`src/rtl/uart_tx_arbiter.sv`:
```
// Round-robin, packet-locked sharing of one UART transmitter among N byte-stream requesters.
// One byte in flight at a time; req_ready is held low (stalling the requester) until the UART drains.
module uart_tx_arbiter #(
    parameter int N           = 4,
    parameter int ACK_TIMEOUT = 16,
    parameter int STALL_LIMIT = 1000000
) (
    input  logic           clk,
    input  logic           rst,
    input  logic [N-1:0]   req_valid,
    input  logic [8*N-1:0] req_data,
    input  logic [N-1:0]   req_last,
    output logic [N-1:0]   req_ready,
    output logic [N-1:0]   grant,
    output logic           uart_wr,
    output logic [7:0]     uart_dat,
    input  logic           uart_tx_busy,
    output logic           busy,
    output logic           err_ack,
    output logic           err_stall,
    input  logic           err_clr
);
    localparam int PW = $clog2(N);
    localparam int AW = $clog2(ACK_TIMEOUT + 1);
    localparam int SW = $clog2(STALL_LIMIT + 1);
    localparam logic [PW:0]   N_EXT     = (PW + 1)'(N);
    localparam logic [PW-1:0] LAST_IDX  = PW'(N - 1);
    localparam logic [AW-1:0] ACK_MAX   = AW'(ACK_TIMEOUT);
    localparam logic [SW-1:0] STALL_MAX = SW'(STALL_LIMIT - 1);

    typedef enum logic [1:0] {IDLE, ISSUE, WAIT_ACK, WAIT_DONE} state_t;

    state_t        state_q;
    logic [N-1:0]  grant_q;
    logic [PW-1:0] ptr_q;
    logic [PW-1:0] gidx_q;
    logic          last_q;
    logic [AW-1:0] ack_q;
    logic [SW-1:0] stall_q;
    logic          wr_q;
    logic [7:0]    dat_q;
    logic          busy_q;
    logic          err_ack_q;
    logic          err_stall_q;

    logic          win_vld_d;
    logic [PW-1:0] win_idx_d;
    logic [PW:0]   cand;

    // Scan downward so the candidate closest to the pointer is the last one written.
    always_comb begin
        win_vld_d = 1'b0;
        win_idx_d = '0;
        cand      = '0;
        for (int k = N - 1; k >= 0; k--) begin
            cand = {1'b0, ptr_q} + (PW + 1)'(k);
            if (cand >= N_EXT) begin
                cand = cand - N_EXT;
            end
            if (req_valid[cand[PW-1:0]]) begin
                win_vld_d = 1'b1;
                win_idx_d = cand[PW-1:0];
            end
        end
    end

    logic          sel_vld;
    logic          sel_last;
    logic [7:0]    sel_dat;
    logic [PW-1:0] next_ptr;

    always_comb begin
        sel_vld  = |(req_valid & grant_q);
        sel_last = |(req_last & grant_q);
        sel_dat  = '0;
        for (int i = 0; i < N; i++) begin
            if (grant_q[i]) begin
                sel_dat = req_data[8*i +: 8];
            end
        end
    end

    assign next_ptr  = (gidx_q == LAST_IDX) ? '0 : gidx_q + PW'(1);
    assign req_ready = (state_q == ISSUE) ? (req_valid & grant_q) : '0;
    assign grant     = grant_q;
    assign uart_wr   = wr_q;
    assign uart_dat  = dat_q;
    assign busy      = busy_q;
    assign err_ack   = err_ack_q;
    assign err_stall = err_stall_q;

    always_ff @(posedge clk or posedge rst) begin
        if (rst) begin
            state_q     <= IDLE;
            grant_q     <= '0;
            ptr_q       <= '0;
            gidx_q      <= '0;
            last_q      <= 1'b0;
            ack_q       <= '0;
            stall_q     <= '0;
            wr_q        <= 1'b0;
            dat_q       <= '0;
            busy_q      <= 1'b0;
            err_ack_q   <= 1'b0;
            err_stall_q <= 1'b0;
        end else begin
            wr_q        <= 1'b0;
            // Clear first; an error set later in this block overrides a same-cycle clear.
            err_ack_q   <= err_ack_q & ~err_clr;
            err_stall_q <= err_stall_q & ~err_clr;
            case (state_q)
                IDLE: begin
                    if (win_vld_d) begin
                        grant_q <= N'(1) << win_idx_d;
                        gidx_q  <= win_idx_d;
                        stall_q <= '0;
                        busy_q  <= 1'b1;
                        state_q <= ISSUE;
                    end
                end
                ISSUE: begin
                    if (sel_vld) begin
                        dat_q   <= sel_dat;
                        last_q  <= sel_last;
                        wr_q    <= 1'b1;
                        ack_q   <= '0;
                        stall_q <= '0;
                        state_q <= WAIT_ACK;
                    end else if (stall_q == STALL_MAX) begin
                        err_stall_q <= 1'b1;
                        grant_q     <= '0;
                        ptr_q       <= next_ptr;
                        stall_q     <= '0;
                        busy_q      <= 1'b0;
                        state_q     <= IDLE;
                    end else begin
                        stall_q <= stall_q + SW'(1);
                    end
                end
                WAIT_ACK: begin
                    if (uart_tx_busy) begin
                        state_q <= WAIT_DONE;
                    end else if (ack_q == ACK_MAX) begin
                        err_ack_q <= 1'b1;
                        state_q   <= WAIT_DONE;
                    end else begin
                        ack_q <= ack_q + AW'(1);
                    end
                end
                WAIT_DONE: begin
                    if (!uart_tx_busy) begin
                        if (last_q) begin
                            grant_q <= '0;
                            ptr_q   <= next_ptr;
                            busy_q  <= 1'b0;
                            state_q <= IDLE;
                        end else begin
                            state_q <= ISSUE;
                        end
                    end
                end
                default: state_q <= IDLE;
            endcase
        end
    end
endmodule

```
`config.mk`:
```
export PLATFORM = sky130hd
export DESIGN_NAME = uart_tx_arbiter
export DESIGN_NICKNAME = d
export VERILOG_FILES = /design/src/rtl/uart_tx_arbiter.sv
export SDC_FILE = /design/constraint.sdc
export NUM_CORES = 1
export LEC_CHECK = 0
export ABC_AREA = 1
export ABC_CLOCK_PERIOD_IN_PS = 2200
export BUFFER_PORTS_ARGS = -buffer_cell sky130_fd_sc_hd__buf_2
export CAP_MARGIN = 5
export CORE_AREA = 10 10 88 90
export DETAILED_ROUTE_END_ITERATION = 16
export DIE_AREA = 0 0 98 100
export HOLD_SLACK_MARGIN = 0.15
export PLACE_DENSITY = 0.8
export SYNTH_ARGS = -nofsm -noshare
export SYNTH_HDL_FRONTEND = slang
export SYNTH_SLANG_ARGS = --single-unit
```
`constraint.sdc`:
```
create_clock -name clk -period 2.2 [get_ports clk]
set_input_delay 0.22 -clock clk [delete_from_list [all_inputs] [get_ports clk]]
set_output_delay 0.22 -clock clk [all_outputs]
set_load 0.005 [all_outputs]
```
Word level (Yosys, flattened, before mapping):

Cells that the tools add are included.

* bitwise operators: 5
* muxes and demuxes: 67
* magnitude comparators: 8
* equal/unequal tests: 16
* $add $sub $neg: 10
* reduce and logical (&&, ||, !) cells: 14
* shift operators: 1

Operator list (count)
* $mux W20: 3
* $pmux W20 S2: 1
* $mux W2: 19
* $mux W8: 4
* $mux W4: 6
* $mux W1: 22
* $add A20 B1 Y20 const B: 1
* $eq A20 B20 Y1 const B: 1
* $mux W5: 3
* $ne A2 B2 Y1 const B: 7
* $lt A2 B3 Y1 const B: 4
* $pmux W4 S3: 1
* $pmux W5 S2: 1
* $ge A3 B3 Y1 const B: 3
* $and A4 B4 Y4: 2
* $bmux W1 S2: 4
* $pmux W2 S4: 1
* $reduce_and A4 Y1: 2
* $reduce_or A4 Y1: 2
* $sub A2 B1 Y2 const B: 4
* $add A2 B2 Y3 const B: 2
* $eq A2 B2 Y1 const B: 3
* $reduce_and A2 Y1: 3
* $reduce_and A6 Y1: 1
* other kinds (18): 21

* logic and storage cells: 133
* flip-flop bits (word level): 48
* bits of input ports: 44
* output and inout bits: 20

Depth between registers and ports, before layout:

Gate-level depths: netlist of run 1.

* word-level depth: 12
* depth in mapped cells: 14
* mapped depth without buffers: 12

Worst setup path before layout of run 1:

OpenSTA, ideal clock, no wires.

* kind: register -> register
* start point: register stall_q[0]
* end point: register busy_q, in the netlist busy
* slack: 616 ps
* clock period less this slack: 1584 ps
* arrival time: 1463 ps
* data required time: 2080 ps
* library setup time: 120 ps
* buffers on the path: 0
* cell stages (with the launch flop): 9
* cells stage by stage: dfrtp_1 > ha_1 > nand3_1 > nor2_1 > nand3_2 > nand2_1 > nand2_1 > o21ai_1 > nand2_1

* longest elaborated chain between the ends: 3

RTL lines
* start, declared: line 39 `logic [SW-1:0] stall_q;`
* start signal, assigned: line 137 `stall_q <= stall_q + SW'(1);`
* $eq A20 B20 Y1: line 129 `end else if (stall_q == STALL_MAX) begin`
* $ne A2 B1 Y1 (no line)
* $reduce_and A6 Y1 (no line)
* end signal, assigned: line 117 `busy_q <= 1'b1;`
* end signal, assigned: line 134 `busy_q <= 1'b0;`
* end signal, assigned: line 155 `busy_q <= 1'b0;`
* end, declared: line 42 `logic busy_q;`

Every way passes these cells.
A chain may end at the register's enable or synchronous reset.

Worst setup path in the final report of run 1:

* start point: register state_q[0]
* end point: output req_ready[2]

* longest elaborated chain between the ends: 2

RTL lines
* start, declared: line 33 `state_t state_q;`
* start signal, assigned: line 94 `state_q <= IDLE;`
* start signal, assigned: line 118 `state_q <= ISSUE;`
* start signal, assigned: line 128 `state_q <= WAIT_ACK;`
* $eq A2 B1 Y1: line 84 `assign req_ready = (state_q == ISSUE) ? (req_valid & grant_q) : '0;`
* $mux W4: line 84
* end, declared: line 13 `output logic [N-1:0] req_ready,`

Every way passes these cells.

==> results.cfg, run 1 <==
[critical_path]
worst_setup_path_start_kind = register
r2r-end = grant[2]$_DFFE_PP0P_
path_class = reg2out
cp-end-kind = output pin
r2r_slack_ps = 330
cp_max_fo = 13
worstPathRequired_ps = 1980
r2r_start = stall_q[0]$_DFFE_PP0P_
worst-r2r-cell-count = 8
cp.arrival_ps = 1750

[layout]
diodes = 0
syn_to_final_growth_pct = 15.3
fin_nets = 574
utilization_pct = 61.0
drive_gt1_share_pct = 22.6

[cts]
cts_hold_buf = 1
path_clk_slew_ps = 90
clock-sinks = 48
cts_tree = built
h-tree-depth = 2
clock_latency_ps = 300
cts_resized = 0
cts_setup_buffers = 0
ctsRootBufferMaster = clkbuf_8
cts_made_buffers = 5
clk_path_buf_depth = 2

[synth]
synth_fp_nets = 506
synth_cell_type_count = 37
synth_top_cell_by_area = dfrtp_1
ys_top_cells_by_area = dfrtp_1, nand2_1, nand3_1
yosys_warnings = 0
netlist_area_sq_um = 3250
synthCells = 458
syn_area_per_cell_sq_um = 7.09
synth_top_cell_area_share_pct = 37.0
ys_seq_area_share_pct = 37.0
ys_seq_elements = 48

[timing]
finalSetupViolations = 0
maxSlewViolCount = 0
fin_tns_setup_ps = 0
hold_viol_final = 0
fmax_mhz = 507
maxSlewHeadroom_pct = 64.8
post-route-min-period_ps = 1970
fin_skew_ps = 9.50
rsz0062_at_grt = no
worstMarginPinSlew_ps = 524
finalCritPeriodShare_pct = 89.6

[hold_path]
min_from = err_clr
holdPathEnd = err_ack$_DFF_PP0_
hold_depth = 4
hold_path.class = in2reg

[global_route]
grt_pass1_wl_mm = 14.5
grt_max_degree = 21
grt_pass1_vias = 3148
grt-ovfl-total = 0
antenna_found_initial = 0
grtUsageTotal_pct = 17.2

[drt]
drt_first_pass_iters = 4
drc = 0
drt-total-wl_mm = 8.37
ant_nets = 0
vias = 3199
wire_per_inst_um = 13.9
drt-initial-drc-count = 179
viasPerCell = 5.30

[floorplan]
die_x_um = 98
io_pins = 64
core_sq_um = 6130
die_h_um = 100
start_util_pct = 52.9
die_area_sq_um = 9800
fp-row-count = 29

[job]
cap_violations = 0

[pwr]
power.density_nw_per_um2 = 1060
fin_total_pwr_uw = 3970
vdd_ir_drop_max_v = 0.000775
leakage_uw = 0.00187

[outcome]
status = completed

[place]
port_buffers = 63
gp_congestion = 0.975
dpl.hpwl_mm = 6.80
[critical path: stages (launching register included)]
cell and delay (ps):
dfrtp_1 470, inv_2 100, nor2_4 240, clkinv_2 290, nor2_1 200, buf_2 140
[Yosys cell counts (all sizes together)]
| library cell | number |
|---|---|
| nand2 | 154 |
| nor2 | 55 |
| dfrtp | 48 |
| inv | 45 |
| nand3 | 40 |
| o21ai | 28 |
| a21oi | 27 |
| nand4 | 11 |
| nor3 | 9 |
| o211ai | 8 |
| xor2 | 7 |
| clkbuf | 5 |
| buf | 4 |
| ha | 4 |
| or2 | 3 |
| nand3b | 2 |
| a221oi | 1 |
| a22o | 1 |
| a31oi | 1 |
| and2 | 1 |
| clkinv | 1 |
| o2111ai | 1 |
| o31ai | 1 |
| xnor2 | 1 |
[power breakdown]
part | total [uW] | switching (uW) | internal (uW)
clock | 539 | 282 | 257
sequential | 1300 | 198 | 1100
combinational | 2130 | 1420 | 718
[layout by cell type, fill, tap and decap left out, types with 2 or more instances in the layout]
cell,instances
nand2_1,129
o211ai_1,8
inv_8,2
clkbuf_1,2
or2_2,3
buf_4,6
nand2_2,20
a21oi_1,27
o21ai_1,8
nand3b_1,2
nand2_4,3
nand4_1,10
nor2_1,51
o21ai_0,17
clkbuf_8,6
nand3_1,39
inv_1,39
nor2_4,3
xor2_1,7
inv_2,4
nand2_8,2
buf_2,63
dfrtp_1,48
ha_1,4
o21ai_2,3
nor3_1,9
[routing by layer]
metal | vias to the layer above | wire length (um) | share of wire [%] | global-route usage [%]
met5 | - | 0 | 0 | 0
met4 | 0 | 207 | 2.5 | 7.16
met3 | 18 | 460 | 5.5 | 3.43
met2 | 102 | 4170 | 50 | 29.3
met1 | 1445 | 3530 | 42 | 20.8
li1 | 1634 | - | - | -
[cell families (layout without fill, tap and decap cells)]
kind of cell | count (synthesis) | after routing | share of synthesized area, %
and+or+nand+nor | 275 | 275 | 39.7
AOI/OAI and AO/OA | 68 | 68 | 11.9
buffers and inverters | 55 | 124 | 7.67
DFF | 48 | 48 | 37.0
xor gates and xnor gates | 8 | 8 | 2.16
adders and majority gates | 4 | 4 | 1.54
[layout make-up]
type	count	area (sq um)
Fill cell	565	2390
Multi-Input combinational cell	355	1800
Sequential cell	48	1200
Timing Repair Buffer	70	370
Inverter	46	189
Tap cell	77	96.3
Clock buffer	8	90.1
[registers in the layout, indices dropped and copies added (netlist names), 2 cells and up, named ones only]
| signal | cells |
|---|---|
| ack_q | 5 |
| gidx_q | 2 |
| grant | 4 |
| ptr_q | 2 |
| stall_q | 20 |
| uart_dat | 8 |
[stage by stage]
stage	instance area, sq um	hold slack (ps)	setup slack, ps	cells
global route	3740	198	112	604
CTS	3740	179	202	604
floorplan	3250	390	616	458
global placement	3640	230	470	595
finish	3740	180	229	604
detailed placement	3640	231	350	595
[worst max path at each step]
stage | slack, ps | to | cells past startpoint | start
2_1_floorplan | 620 | busy$_DFFE_PP0P_ | 8 | stall_q[0]$_DFFE_PP0P_
3_3_place_gp | 470 | grant[1]$_DFFE_PP0P_ | 8 | stall_q[0]$_DFFE_PP0P_
3_5_place_dp | 350 | ptr_q[0]$_DFFE_PP0P_ | 8 | grant[0]$_DFFE_PP0P_
4_1_cts | 200 | req_ready[2] | 5 | state_q[0]$_DFFE_PP0P_
5_1_grt | 110 | req_ready[0] | 5 | state_q[0]$_DFFE_PP0P_
6_report | 230 | req_ready[2] | 5 | state_q[0]$_DFFE_PP0P_
Power figures use the tool's default switching activity.
==> inputs of run 2 (changes only) <==
- CORE_AREA: 10 10 88 90 -> 10 10 80 99
- DIE_AREA: 0 0 98 100 -> 0 0 90 109
==> results.cfg, run 2 (synthesis gave the netlist of run 1 again) <==
[outcome]
status = completed

[layout]
fillers = 525
drive_gt1_share_pct = 23.0
largest_reg_flops = 20
fin_nets = 574
final_common_cell = nand2_1
diodes = 0
final_cell_mix = nand2_1, buf_2, nor2_1, dfrtp_1
seqCellArea_sq_um = 1200
final_area_sq_um = 3800
largest_register = stall_q
syn_to_final_growth_pct = 17.1
multi_input_area_sq_um = 1800

[global_route]
grt-ovfl-total = 0
antenna_found_initial = 0
grt_pass1_wl_mm = 14.8
grt_pass1_vias = 3430
grtUsageTotal_pct = 17.8
grt_max_degree = 37

[cts]
path_clk_slew_ps = 100
clock_latency_ps = 310
cts_resized = 0
cts_setup_buffers = 0
clk_path_buf_depth = 2
ctsRootBufferMaster = clkbuf_8
clock-sinks = 48
cts_made_buffers = 5
cts_tree = built
h-tree-depth = 2

[drt]
vias = 3263
drt_first_pass_iters = 5
drt-initial-drc-count = 234
wire_per_inst_um = 14.1
drt-total-wl_mm = 8.63
drc = 0
ant_nets = 0
viasPerCell = 5.33

[place]
dpl_cell_area_sq_um = 3650
dpl.hpwl_mm = 6.73
port_buffers = 63
gp_congestion = 0.962

[timing]
worstMarginPinSlew_ps = 760
fin_tns_setup_ps = 0
fin_skew_ps = 12.3
hold_slack_ps = 175
hold_viol_final = 0
finalSetupViolations = 0
finalCritPeriodShare_pct = 90.6
rsz0062_at_grt = no
post-route-min-period_ps = 1990
maxSlewViolCount = 0
fmax_mhz = 501
maxSlewHeadroom_pct = 49.2

[floorplan]
die_h_um = 109
io_pins = 64
core_sq_um = 6050
start_util_pct = 53.7
die_area_sq_um = 9810
fp-row-count = 32
die_x_um = 90

[hold_path]
hold_path.class = in2reg

[critical_path]
cp-end-kind = output pin
r2r-end = busy$_DFFE_PP0P_
worst-r2r-cell-count = 8
endpoint = req_ready[3]
path_class = reg2out
cp_num_cells = 5
r2r_slack_ps = 280
crit_chain = inv_2 > nor2_4 > clkinv_2 > nor2_1 > buf_2
worst_setup_path_start_kind = register
critPathLaunch = state_q[0]$_DFFE_PP0P_
r2r_start = stall_q[0]$_DFFE_PP0P_
cp_max_fo = 13
worstPathRequired_ps = 1980
slowest_stage = dfrtp_1
slowest_delay_ps = 470
cp.arrival_ps = 1770
cp_top_family = buffers and inverters
critical_path_buf_inv_count = 3

[job]
cap_violations = 0

[pwr]
leakage_uw = 0.00190
power.density_nw_per_um2 = 1120
vdd_ir_drop_max_v = 0.000777
fin_total_pwr_uw = 4240
## run 2: cell types whose count changed in the layout (fill, tap and decap cells not counted), sizes merged
cell	change
clkbuf	-3
bufinv	+2
inv	+1
## run 2: timing repair
item                       4_1_cts  5_1_grt
hold endpoints to repair        34        0
hold buffers                     1        0
setup endpoints to repair        0        0
## run 2: area by class of cell
cell class	count	share of cell area [%]
sequential	48	31.6
inverter	46	4.97
clock buffer	5	1.81
tap	85	2.80
multi-input combinational	355	47.3
clock inverter	3	1.81
timing repair buffer	70	9.75
## run 2: per-stage QoR
step	utilization [%]	setup slack [ps]	instances
CTS	62.9	202	612
detailed placement	60.4	324	603
global placement	60.4	433	603
finish	62.9	206	612
floorplan	-	616	458
global route	62.9	60.5	612
## run 2: per-layer routing
layer | GRT usage (%) | part of all wire, % | vias up | wire (um)
met1 | 20.2 | 41 | 1500 | 3550
met2 | 31.2 | 50 | 112 | 4330
met5 | 0 | 0 | - | 0
met3 | 4.40 | 6.3 | 14 | 547
met4 | 8.20 | 2.3 | 0 | 195
li1 | - | - | 1637 | -
## run 2: tightest hold or removal path, delay by kind of cell
kind	cells	cell delay (ps)
buffers and inverters	2	120
AND/OR/NAND/NOR	1	40
AO/OA/AOI/OAI	1	70
## run 2: power breakdown
| part | internal [uW] | switching [uW] | leakage [uW] |
|---|---|---|---|
| clock network | 458 | 315 | 0.0000687 |
| registers | 1100 | 200 | 0.000631 |
| logic | 715 | 1450 | 0.00120 |
| total | 2270 | 1970 | 0.00190 |
## run 2: worst min path at each step
stage | slack, ps | cells after the start | start | endpoint
global placement | 390 | 2 | rst | stall_q[14]$_DFFE_PP0P_
detailed placement | 410 | 2 | rst | stall_q[14]$_DFFE_PP0P_
CTS | 180 | 4 | err_clr | err_ack$_DFF_PP0_
floorplan | 390 | 3 | err_clr | err_stall$_DFF_PP0_
finish | 180 | 4 | err_clr | err_ack$_DFF_PP0_
global route | 190 | 4 | err_clr | err_ack$_DFF_PP0_
